--- src/rtl/cpu_pkg.sv ---
// Shared CPU definitions: datapath widths, instruction field positions, opcode
// encodings, FOA stage state encoding and the operand-A usage decode.
package cpu_pkg;

    localparam int ADDR_WIDTH      = 10;
    localparam int DATA_WIDTH      = 32;
    localparam int DMEM_ADDR_WIDTH = 14;

    localparam int OPC_MSB = 31;
    localparam int OPC_LSB = 28;
    localparam int A_MSB   = 27;
    localparam int A_LSB   = 14;
    localparam int B_MSB   = 13;
    localparam int B_LSB   = 0;

    localparam logic [3:0] OP_NAND = 4'b0000;
    localparam logic [3:0] OP_ADD  = 4'b0001;
    localparam logic [3:0] OP_ADDF = 4'b0010;
    localparam logic [3:0] OP_ADDi = 4'b0011;
    localparam logic [3:0] OP_LT   = 4'b0100;
    localparam logic [3:0] OP_LTF  = 4'b0101;
    localparam logic [3:0] OP_SRL  = 4'b0110;
    localparam logic [3:0] OP_SRLi = 4'b0111;
    localparam logic [3:0] OP_MUL  = 4'b1000;
    localparam logic [3:0] OP_MULF = 4'b1001;
    localparam logic [3:0] OP_CP   = 4'b1010;
    localparam logic [3:0] OP_CPi  = 4'b1011;
    localparam logic [3:0] OP_CPI  = 4'b1100;
    localparam logic [3:0] OP_CPIr = 4'b1101;
    localparam logic [3:0] OP_BZ   = 4'b1110;
    localparam logic [3:0] OP_JMP  = 4'b1111;

    typedef enum logic [1:0] {
        ST_EMPTY = 2'b00,
        ST_WAIT  = 2'b01,
        ST_FULL  = 2'b10
    } foa_state_t;

    // Copy instructions take their source from B (or an immediate), so A is never read.
    function automatic logic uses_operand_a(input logic [3:0] opcode);
        case (opcode)
            OP_CP, OP_CPi, OP_CPI: return 1'b0;
            default:               return 1'b1;
        endcase
    endfunction

endpackage

--- src/rtl/foa_bypass_unit.sv ---
// Writeback-to-operand-A bypass: latches a writeback hit on the accepted A address
// and flags writebacks that hit the A address of the held instruction.
module foa_bypass_unit #(
    parameter int DATA_WIDTH      = 32,
    parameter int DMEM_ADDR_WIDTH = 14
) (
    input  logic                       clk,
    input  logic                       rst,
    input  logic                       capture,
    input  logic [DMEM_ADDR_WIDTH-1:0] capture_addr,
    input  logic                       wb_valid,
    input  logic [DMEM_ADDR_WIDTH-1:0] wb_addr,
    input  logic [DATA_WIDTH-1:0]      wb_data,
    input  logic [DATA_WIDTH-1:0]      mem_rdata,
    input  logic [DMEM_ADDR_WIDTH-1:0] held_addr,
    output logic [DATA_WIDTH-1:0]      wait_data,
    output logic                       held_hit
);

    logic                  hit_q;
    logic [DATA_WIDTH-1:0] data_q;

    // NOTE: sequential state uses non-blocking assignments so every register samples pre-edge values.
    always_ff @(posedge clk) begin
        if (rst) begin
            hit_q  <= 1'b0;
            data_q <= '0;
        end else if (capture) begin
            hit_q  <= wb_valid && (wb_addr == capture_addr);
            data_q <= wb_data;
        end
    end

    assign wait_data = hit_q ? data_q : mem_rdata;
    assign held_hit  = wb_valid && (wb_addr == held_addr);

endmodule

--- src/rtl/fetch_operand_a.sv ---
// FOA pipeline stage: accepts FI slots, reads operand A from data memory and hands
// {pc, opcode, A, B, opA} to FOB. Define FOA_WB_BYPASS_EN to enable writeback bypass.
module fetch_operand_a #(
    parameter int ADDR_WIDTH      = cpu_pkg::ADDR_WIDTH,
    parameter int DATA_WIDTH      = cpu_pkg::DATA_WIDTH,
    parameter int DMEM_ADDR_WIDTH = cpu_pkg::DMEM_ADDR_WIDTH
) (
    input  logic                       clk,
    input  logic                       rst,
    input  logic                       instr_valid_in,
    input  logic [ADDR_WIDTH-1:0]      instr_pc_in,
    input  logic [DATA_WIDTH-1:0]      instr_data_in,
    input  logic                       flush,
    input  logic                       stall_in,
    output logic                       stall_out,
    output logic                       mem_a_rd_en,
    output logic [DMEM_ADDR_WIDTH-1:0] mem_a_addr,
    input  logic [DATA_WIDTH-1:0]      mem_a_rdata,
    input  logic                       wb_valid,
    input  logic [DMEM_ADDR_WIDTH-1:0] wb_addr,
    input  logic [DATA_WIDTH-1:0]      wb_data,
    output logic                       valid_out,
    output logic [ADDR_WIDTH-1:0]      pc_out,
    output logic [3:0]                 opcode_out,
    output logic [DMEM_ADDR_WIDTH-1:0] field_a_out,
    output logic [DMEM_ADDR_WIDTH-1:0] field_b_out,
    output logic [DATA_WIDTH-1:0]      operand_a_out
);

    import cpu_pkg::*;

    foa_state_t            state;
    logic                  uses_a_q;
    logic [DATA_WIDTH-1:0] opa_q;
    logic                  accept;
    logic                  uses_a_in;
    logic [3:0]            opcode_in;
    logic [DATA_WIDTH-1:0] raw_opa;
    logic [DATA_WIDTH-1:0] wait_opa;
    logic [DATA_WIDTH-1:0] full_opa_next;

    assign opcode_in   = instr_data_in[OPC_MSB:OPC_LSB];
    assign uses_a_in   = uses_operand_a(opcode_in);
    assign stall_out   = (state != ST_EMPTY) && stall_in;
    assign accept      = instr_valid_in && !stall_out && !flush && !rst;
    assign mem_a_rd_en = accept && uses_a_in;
    assign mem_a_addr  = instr_data_in[A_MSB:A_LSB];
    assign valid_out   = (state != ST_EMPTY);

`ifdef FOA_WB_BYPASS_EN
    logic held_hit;

    foa_bypass_unit #(
        .DATA_WIDTH      (DATA_WIDTH),
        .DMEM_ADDR_WIDTH (DMEM_ADDR_WIDTH)
    ) u_bypass (
        .clk          (clk),
        .rst          (rst),
        .capture      (accept),
        .capture_addr (mem_a_addr),
        .wb_valid     (wb_valid),
        .wb_addr      (wb_addr),
        .wb_data      (wb_data),
        .mem_rdata    (mem_a_rdata),
        .held_addr    (field_a_out),
        .wait_data    (raw_opa),
        .held_hit     (held_hit)
    );

    assign full_opa_next = (held_hit && uses_a_q) ? wb_data : opa_q;
`else
    logic unused_wb;

    assign unused_wb     = ^{wb_valid, wb_addr, wb_data};
    assign raw_opa       = mem_a_rdata;
    assign full_opa_next = opa_q;
`endif

    // Memory data is only meaningful in the cycle right after the read was issued.
    assign wait_opa      = uses_a_q ? raw_opa : '0;
    assign operand_a_out = (state == ST_WAIT) ? wait_opa : opa_q;

    always_ff @(posedge clk) begin
        if (rst) begin
            state       <= ST_EMPTY;
            pc_out      <= '0;
            opcode_out  <= '0;
            field_a_out <= '0;
            field_b_out <= '0;
            uses_a_q    <= 1'b0;
            opa_q       <= '0;
        end else begin
            if (accept) begin
                pc_out      <= instr_pc_in;
                opcode_out  <= opcode_in;
                field_a_out <= instr_data_in[A_MSB:A_LSB];
                field_b_out <= instr_data_in[B_MSB:B_LSB];
                uses_a_q    <= uses_a_in;
            end

            if (flush) begin
                state <= ST_EMPTY;
            end else begin
                case (state)
                    ST_EMPTY: begin
                        if (accept) state <= ST_WAIT;
                    end
                    ST_WAIT: begin
                        if (stall_in) begin
                            opa_q <= wait_opa;
                            state <= ST_FULL;
                        end else begin
                            state <= accept ? ST_WAIT : ST_EMPTY;
                        end
                    end
                    ST_FULL: begin
                        if (stall_in) begin
                            opa_q <= full_opa_next;
                        end else begin
                            state <= accept ? ST_WAIT : ST_EMPTY;
                        end
                    end
                    default: state <= ST_EMPTY;
                endcase
            end
        end
    end

endmodule

--- config.mk ---
export PLATFORM = sky130hd
export DESIGN_NAME = fetch_operand_a
export DESIGN_NICKNAME = d
export VERILOG_FILES = /design/src/rtl/cpu_pkg.sv /design/src/rtl/foa_bypass_unit.sv /design/src/rtl/fetch_operand_a.sv
export SDC_FILE = /design/constraint.sdc
export NUM_CORES = 1
export LEC_CHECK = 0
export CORE_UTILIZATION = 40
export DETAILED_ROUTE_END_ITERATION = 8
export PLACE_DENSITY = 0.81
export SLEW_MARGIN = 20
export SYNTH_ARGS = -nofsm -noshare
export SYNTH_HDL_FRONTEND = slang
export SYNTH_SLANG_ARGS = --single-unit
--- constraint.sdc ---
create_clock -name clk -period 2.69 [get_ports clk]
set_input_delay 0.538 -clock clk [delete_from_list [all_inputs] [get_ports clk]]
set_output_delay 0.538 -clock clk [all_outputs]
set_load 0.1 [all_outputs]
==> results of run 1 <==
[stage by stage]
stage	instances	hold slack, ns
after detailed placement	705	0.4465
after floorplan	475	0.4366
after global routing	719	0.4731
after CTS	719	0.4564
after global placement	705	0.4416
final	719	0.4569
[path summary, 6_finish.rpt]
kind	from	to	slack (ns)	cells past startpoint
worst min-delay path	full_opa_next[11]	full_opa_next[11]	0.46	2
worst min register to register	full_opa_next[11]	full_opa_next[11]	0.46	2
worst max register to register	state[1]	uses_a_q	1.17	4
worst max-delay path	state[1]	operand_a_out[23]	0.29	5
[area by class of cell]
cell class	count	area share, %
Timing Repair Buffer	184	37.33
Multi-Input combinational cell	335	30.49
Sequential cell	77	26.36
Tap cell	108	2.309
Clock buffer	9	2.117
Clock inverter	5	1.326
Inverter	1	0.06414
[cell families (layout without fill, tap and decap cells)]
family / Yosys count / after routing / share of synthesized area [%]
flip-flops: 77 / 77 / 43.12
buffers and inverters: 63 / 199 / 10.61
XOR/XNOR: 1 / 1 / 0.2451
AO/OA/AOI/OAI: 153 / 153 / 23.00
multiplexers: 1 / 1 / 0.3150
AND/OR/NAND/NOR: 180 / 180 / 22.72
[per-layer routing]
metal | share of wire [%] | GRT usage [%]
met1 | 41 | 25.77
met2 | 50 | 39.03
met3 | 7.7 | 5.790
met4 | 1.4 | 8.578
met5 | 0 | 0
[worst reg2reg max path: stages (launching register included)]
cell      delay (ns)
dfxtp_1         0.40
o21ai_4         0.21
buf_4           0.43
a21oi_1         0.12
a311oi_1        0.26
[power breakdown]
| part | leakage [nW] | switching (mW) | internal, mW |
|---|---|---|---|
| Clock | 0.101 | 0.393 | 0.509 |
| Combinational | 1.37 | 0.377 | 0.211 |
| Sequential | 0.624 | 0.0202 | 1.16 |
[sequential cells by signal, indices dropped and copies added (netlist names)]
register,flops
state,2
field_b_out,14
pc_out,10
uses_a_q,1
field_a_out,14
full_opa_next,32
opcode_out,4
[cell usage in the layout, fill, tap and decap left out, drive strengths merged, types with 2 or more instances in the layout]
master and count:
buf 107, nand2 97, clkdlybuf4s50 77, dfxtp 77, a21oi 76, o21ai 75, nand3 74, clkbuf 9
nor2 2, clkinv 2, bufinv 2
==> impl_metrics.json, run 1 <==
{
  "synthCells": 475,
  "multi_input_area_um2": 1784,
  "dp_hpwl_mm": 7.320,
  "rsz0062_at_grt": "no",
  "drc": 0,
  "grt_pass1_vias": 3669,
  "finalSetupViolCount": 0,
  "grt_first_pass_wirelength_mm": 16.38,
  "ys_top_cells_by_count": "nand2_1 (97), dfxtp_1 (77), a21oi_1 (76)",
  "critPathLaunchType": "flop",
  "grt-ovfl-total": 0,
  "drive_above_1_share_pct": 27.82,
  "drv_slew": 0,
  "ant_nets": 0,
  "design_area_um2": 5852,
  "drv_cap": 0,
  "std_cell_rows": 34,
  "status": "complete, no violations",
  "synthTopCellsByArea": "dfxtp_1 (43%), a21oi_1 (11%), nand3_1 (10%)",
  "final_util_pct": 67.43,
  "path_max_fanout": 64,
  "ys_seq_area_share_pct": 43.12,
  "clockRootBuffer": "clkbuf_8",
  "htreeDepth": 3,
  "num_vias": 3824,
  "yosysTopAreaCell": "dfxtp_1",
  "synth_nets": 601,
  "synth-edff-count": 0,
  "path_common_cell": "buf_12",
  "n_antenna_cell": 0,
  "period_needed_ns": 2.397,
  "ys.warnings.count": 0,
  "track_usage_pct": 22.24,
  "max_stage_delay_ns": 0.52,
  "critPathTopFamily": "flip-flops",
  "antenna_found_initial": 0,
  "cts_setup_buffers": 0,
  "relSlewSlack_pct": 57.57,
  "postCtsHoldBufs": 0,
  "peakVddDrop_mv": 0.2921,
  "critPathBufInv": 2,
  "crit_chain": "nand2b_2 > buf_12 > nand2_1 > o21ai_1 > buf_12",
  "arrival_ns": 1.86,
  "ios": 217,
  "cts.reportedPaths.clkPinSlew_ns": 0.07,
  "path_class": "flop to primary output",
  "routed_wl_mm": 10.30,
  "syn2layout_area_growth_pct": 63.70,
  "cts.sinks": 77,
  "cts_buffers": 9,
  "place_area_um2": 5650,
  "yosysMostFrequentCell": "nand2_1",
  "io_buffers": 169,
  "fp.dieW_um": 96.54,
  "p_per_area_nw_per_um2": 456.3,
  "finalClockSkew_ns": 0.008016,
  "fin_crit_sh_pct": 89.11,
  "wl_per_cell_um": 14.32,
  "die-area_um2": 9319,
  "cts_buffer_depth": 2,
  "register_area_um2": 1543,
  "tightest_slew_ns": 0.6365,
  "dr.first_iter.drc_count": 184,
  "slowest_stage": "dfxtp_1",
  "cts_tree": "yes",
  "dp_slack_ns": 0.3179,
  "synth_cell_type_count": 24,
  "worst_slack_ns": 0.2930,
  "timing.fmax_mhz": 417.2,
  "drtPass1Iterations": 4,
  "core_area_um2": 8678,
  "hold_viol_final": 0,
  "fillers": 710,
  "synth-seq-cells": 77,
  "finalPower_mw": 2.670,
  "grt_start_max_net_pins": 65,
  "synth_top_cell_area_share_pct": 43.12,
  "power_leakage_nw": 2.091,
  "clk_latency_ns": 0.33,
  "start_util_pct": 41.19,
  "nets": 734,
  "via_per_inst": 5.318,
  "hp-class": "flop to flop",
  "place_congestion": 0.7314,
  "synth_flop_cell": "dfxtp_1",
  "syn_area_um2": 3575,
  "setup_tns_ns": 0,
  "syn_avg_cell_area_um2": 7.526,
  "cts-resized-gates": 0,
  "cp-end-kind": "primary output",
  "async_flop_share_pct": 0,
  "die_h_um": 96.54,
  "required_ns": 2.15
}
Power figures use the tool's default switching activity.
==> run 2, diff against run 1 <==
- CORE_UTILIZATION: 40 -> 39
- CTS_BUF_LIST: default -> sky130_fd_sc_hd__clkbuf_2
- CTS_CLUSTER_DIAMETER: default -> 50
- PLACE_DENSITY: 0.81 -> 0.8
- clock period: 2.69 -> 2.3 ns (I/O delays scaled with it)
==> impl_metrics.json, run 2 (synthesized netlist as in run 1, its figures left out) <==
{
  "grt_start_max_net_pins": 57,
  "std_cell_rows": 34,
  "fillers": 735,
  "hold_viol_final": 0,
  "power_leakage_nw": 2.038,
  "arrival_ns": 1.78,
  "place_congestion": 0.7171,
  "violations": "DRC",
  "cts.reportedPaths.clkPinSlew_ns": 0.19,
  "drtPass1Iterations": 7,
  "status": "complete, but fails checks",
  "cts_tree": "yes",
  "routed_wl_mm": 10.77,
  "die_h_um": 97.74,
  "core_area_um2": 8806,
  "finalSetupViolCount": 0,
  "drive_above_1_share_pct": 24.39,
  "grt_pass1_vias": 3713,
  "grt_first_pass_wirelength_mm": 17.38,
  "dp_cells": 705,
  "rsz0062_at_grt": "yes",
  "ios": 217,
  "p_per_area_nw_per_um2": 479.4,
  "dp_slack_ns": 0.1108,
  "tightest_slew_ns": 0.5846,
  "final_common_cell": "nand2_1",
  "track_usage_pct": 22.18,
  "cts_buffer_depth": 2,
  "wl_per_cell_um": 14.89,
  "dr.first_iter.drc_count": 137,
  "ant_nets": 0,
  "largest_register_ffs": 32,
  "n_antenna_cell": 0,
  "fin_cells": 723,
  "clk_latency_ns": 0.48,
  "dp_hpwl_mm": 7.314,
  "drv_slew": 0,
  "antenna_found_initial": 0,
  "r2r_cells": 5,
  "cts_buffers": 9,
  "cp-end-kind": "primary output",
  "num_vias": 3869,
  "drv_cap": 0,
  "die-area_um2": 9553,
  "syn2layout_area_growth_pct": 61.15,
  "timing.fmax_mhz": 446.0,
  "nets": 736,
  "fp.dieW_um": 97.74,
  "hp-class": "input port to flop",
  "critPathLaunchType": "flop",
  "peakVddDrop_mv": 0.3664,
  "fin_crit_sh_pct": 97.49,
  "worst_slack_ns": 0.05773,
  "via_per_inst": 5.351,
  "start_util_pct": 40.59,
  "io_buffers": 169,
  "path_class": "flop to primary output",
  "drc": 20,
  "path_max_fanout": 32,
  "cts.sinks": 77,
  "finalClockSkew_ns": 0.01232,
  "whs_path_depth": 4,
  "grt-ovfl-total": 0,
  "htreeDepth": 3,
  "relSlewSlack_pct": 61.03,
  "final_util_pct": 65.42,
  "final_cell_mix": "nand2_1 (97), clkdlybuf4s50_1 (77), a21oi_1 (75)",
  "period_needed_ns": 2.242,
  "required_ns": 1.84,
  "clockRootBuffer": "clkbuf_2"
}
## run 2: cell types whose count changed in the layout (fill, tap and decap cells not counted), sizes merged
cell and delta:
clkinvlp -1, bufinv -1, clkinv +4, buf +2
## run 2: power breakdown
group | total, mW | switching (mW) | internal, mW
combinational | 0.697 | 0.448 | 0.249
sequential | 1.38 | 0.0148 | 1.36
clock | 0.689 | 0.453 | 0.236
## run 2: cell type report
| type | instances | area [um^2] | area share [%] |
|---|---|---|---|
| timing repair buffer | 186 | 2261 | 39.25 |
| multi-input combinational | 335 | 1709 | 29.67 |
| sequential | 77 | 1550 | 26.91 |
| tap | 108 | 135.1 | 2.346 |
| clock inverter | 7 | 56.30 | 0.9774 |
| clock buffer | 9 | 45.04 | 0.7819 |
| inverter | 1 | 3.754 | 0.06516 |
## run 2: timing repair
| item | 4_1_cts | 5_1_grt |
|---|---|---|
| setup endpoints to repair | 32 | 31 |
| setup buffers | 1 | 0 |
| pin swaps | 0 | 0 |
| cloned | 1 | 0 |
| hold buffers | 0 | 0 |
| resized for setup | 8 | 3 |
## run 2: worst paths after layout
check                           end  slack (ns)               from
hold / removal             state[0]        0.35                rst
setup / recovery   operand_a_out[1]        0.06           state[1]
setup reg to reg    field_a_out[11]        0.83           state[1]
hold reg to reg   full_opa_next[22]        0.47  full_opa_next[22]
## run 2: through the flow
step | hold slack (ns) | TNS (ns) | total power, mW | instance area, um^2
detailed placement | 0.4469 | 0 | 2.097 | 5590
floorplan | 0.4366 | -10.73 | 1.831 | 3582
global placement | 0.4417 | 0 | 2.087 | 5590
finish | 0.3461 | 0 | 2.761 | 5761
global route | 0.3153 | -1.320 | 2.883 | 5761
CTS | 0.2843 | -0.03710 | 2.801 | 5751
## run 2: metal layers
metal | global-route usage, % | share of wire [%] | up-vias | wire length (um)
met5 | 0 | 0 | - | 0
met4 | 7.576 | 1.5 | 0 | 157
met3 | 6.084 | 7.7 | 13 | 829
met2 | 40.15 | 52 | 160 | 5553
met1 | 25.04 | 39 | 1803 | 4227
li1 | - | - | 1893 | -
## run 2: worst max-delay path, stage by stage, from the launching register on
cell      delay [ns]
dfxtp_4         0.38
nand2b_2        0.24
buf_16          0.21
o21ai_1         0.26
buf_12          0.21
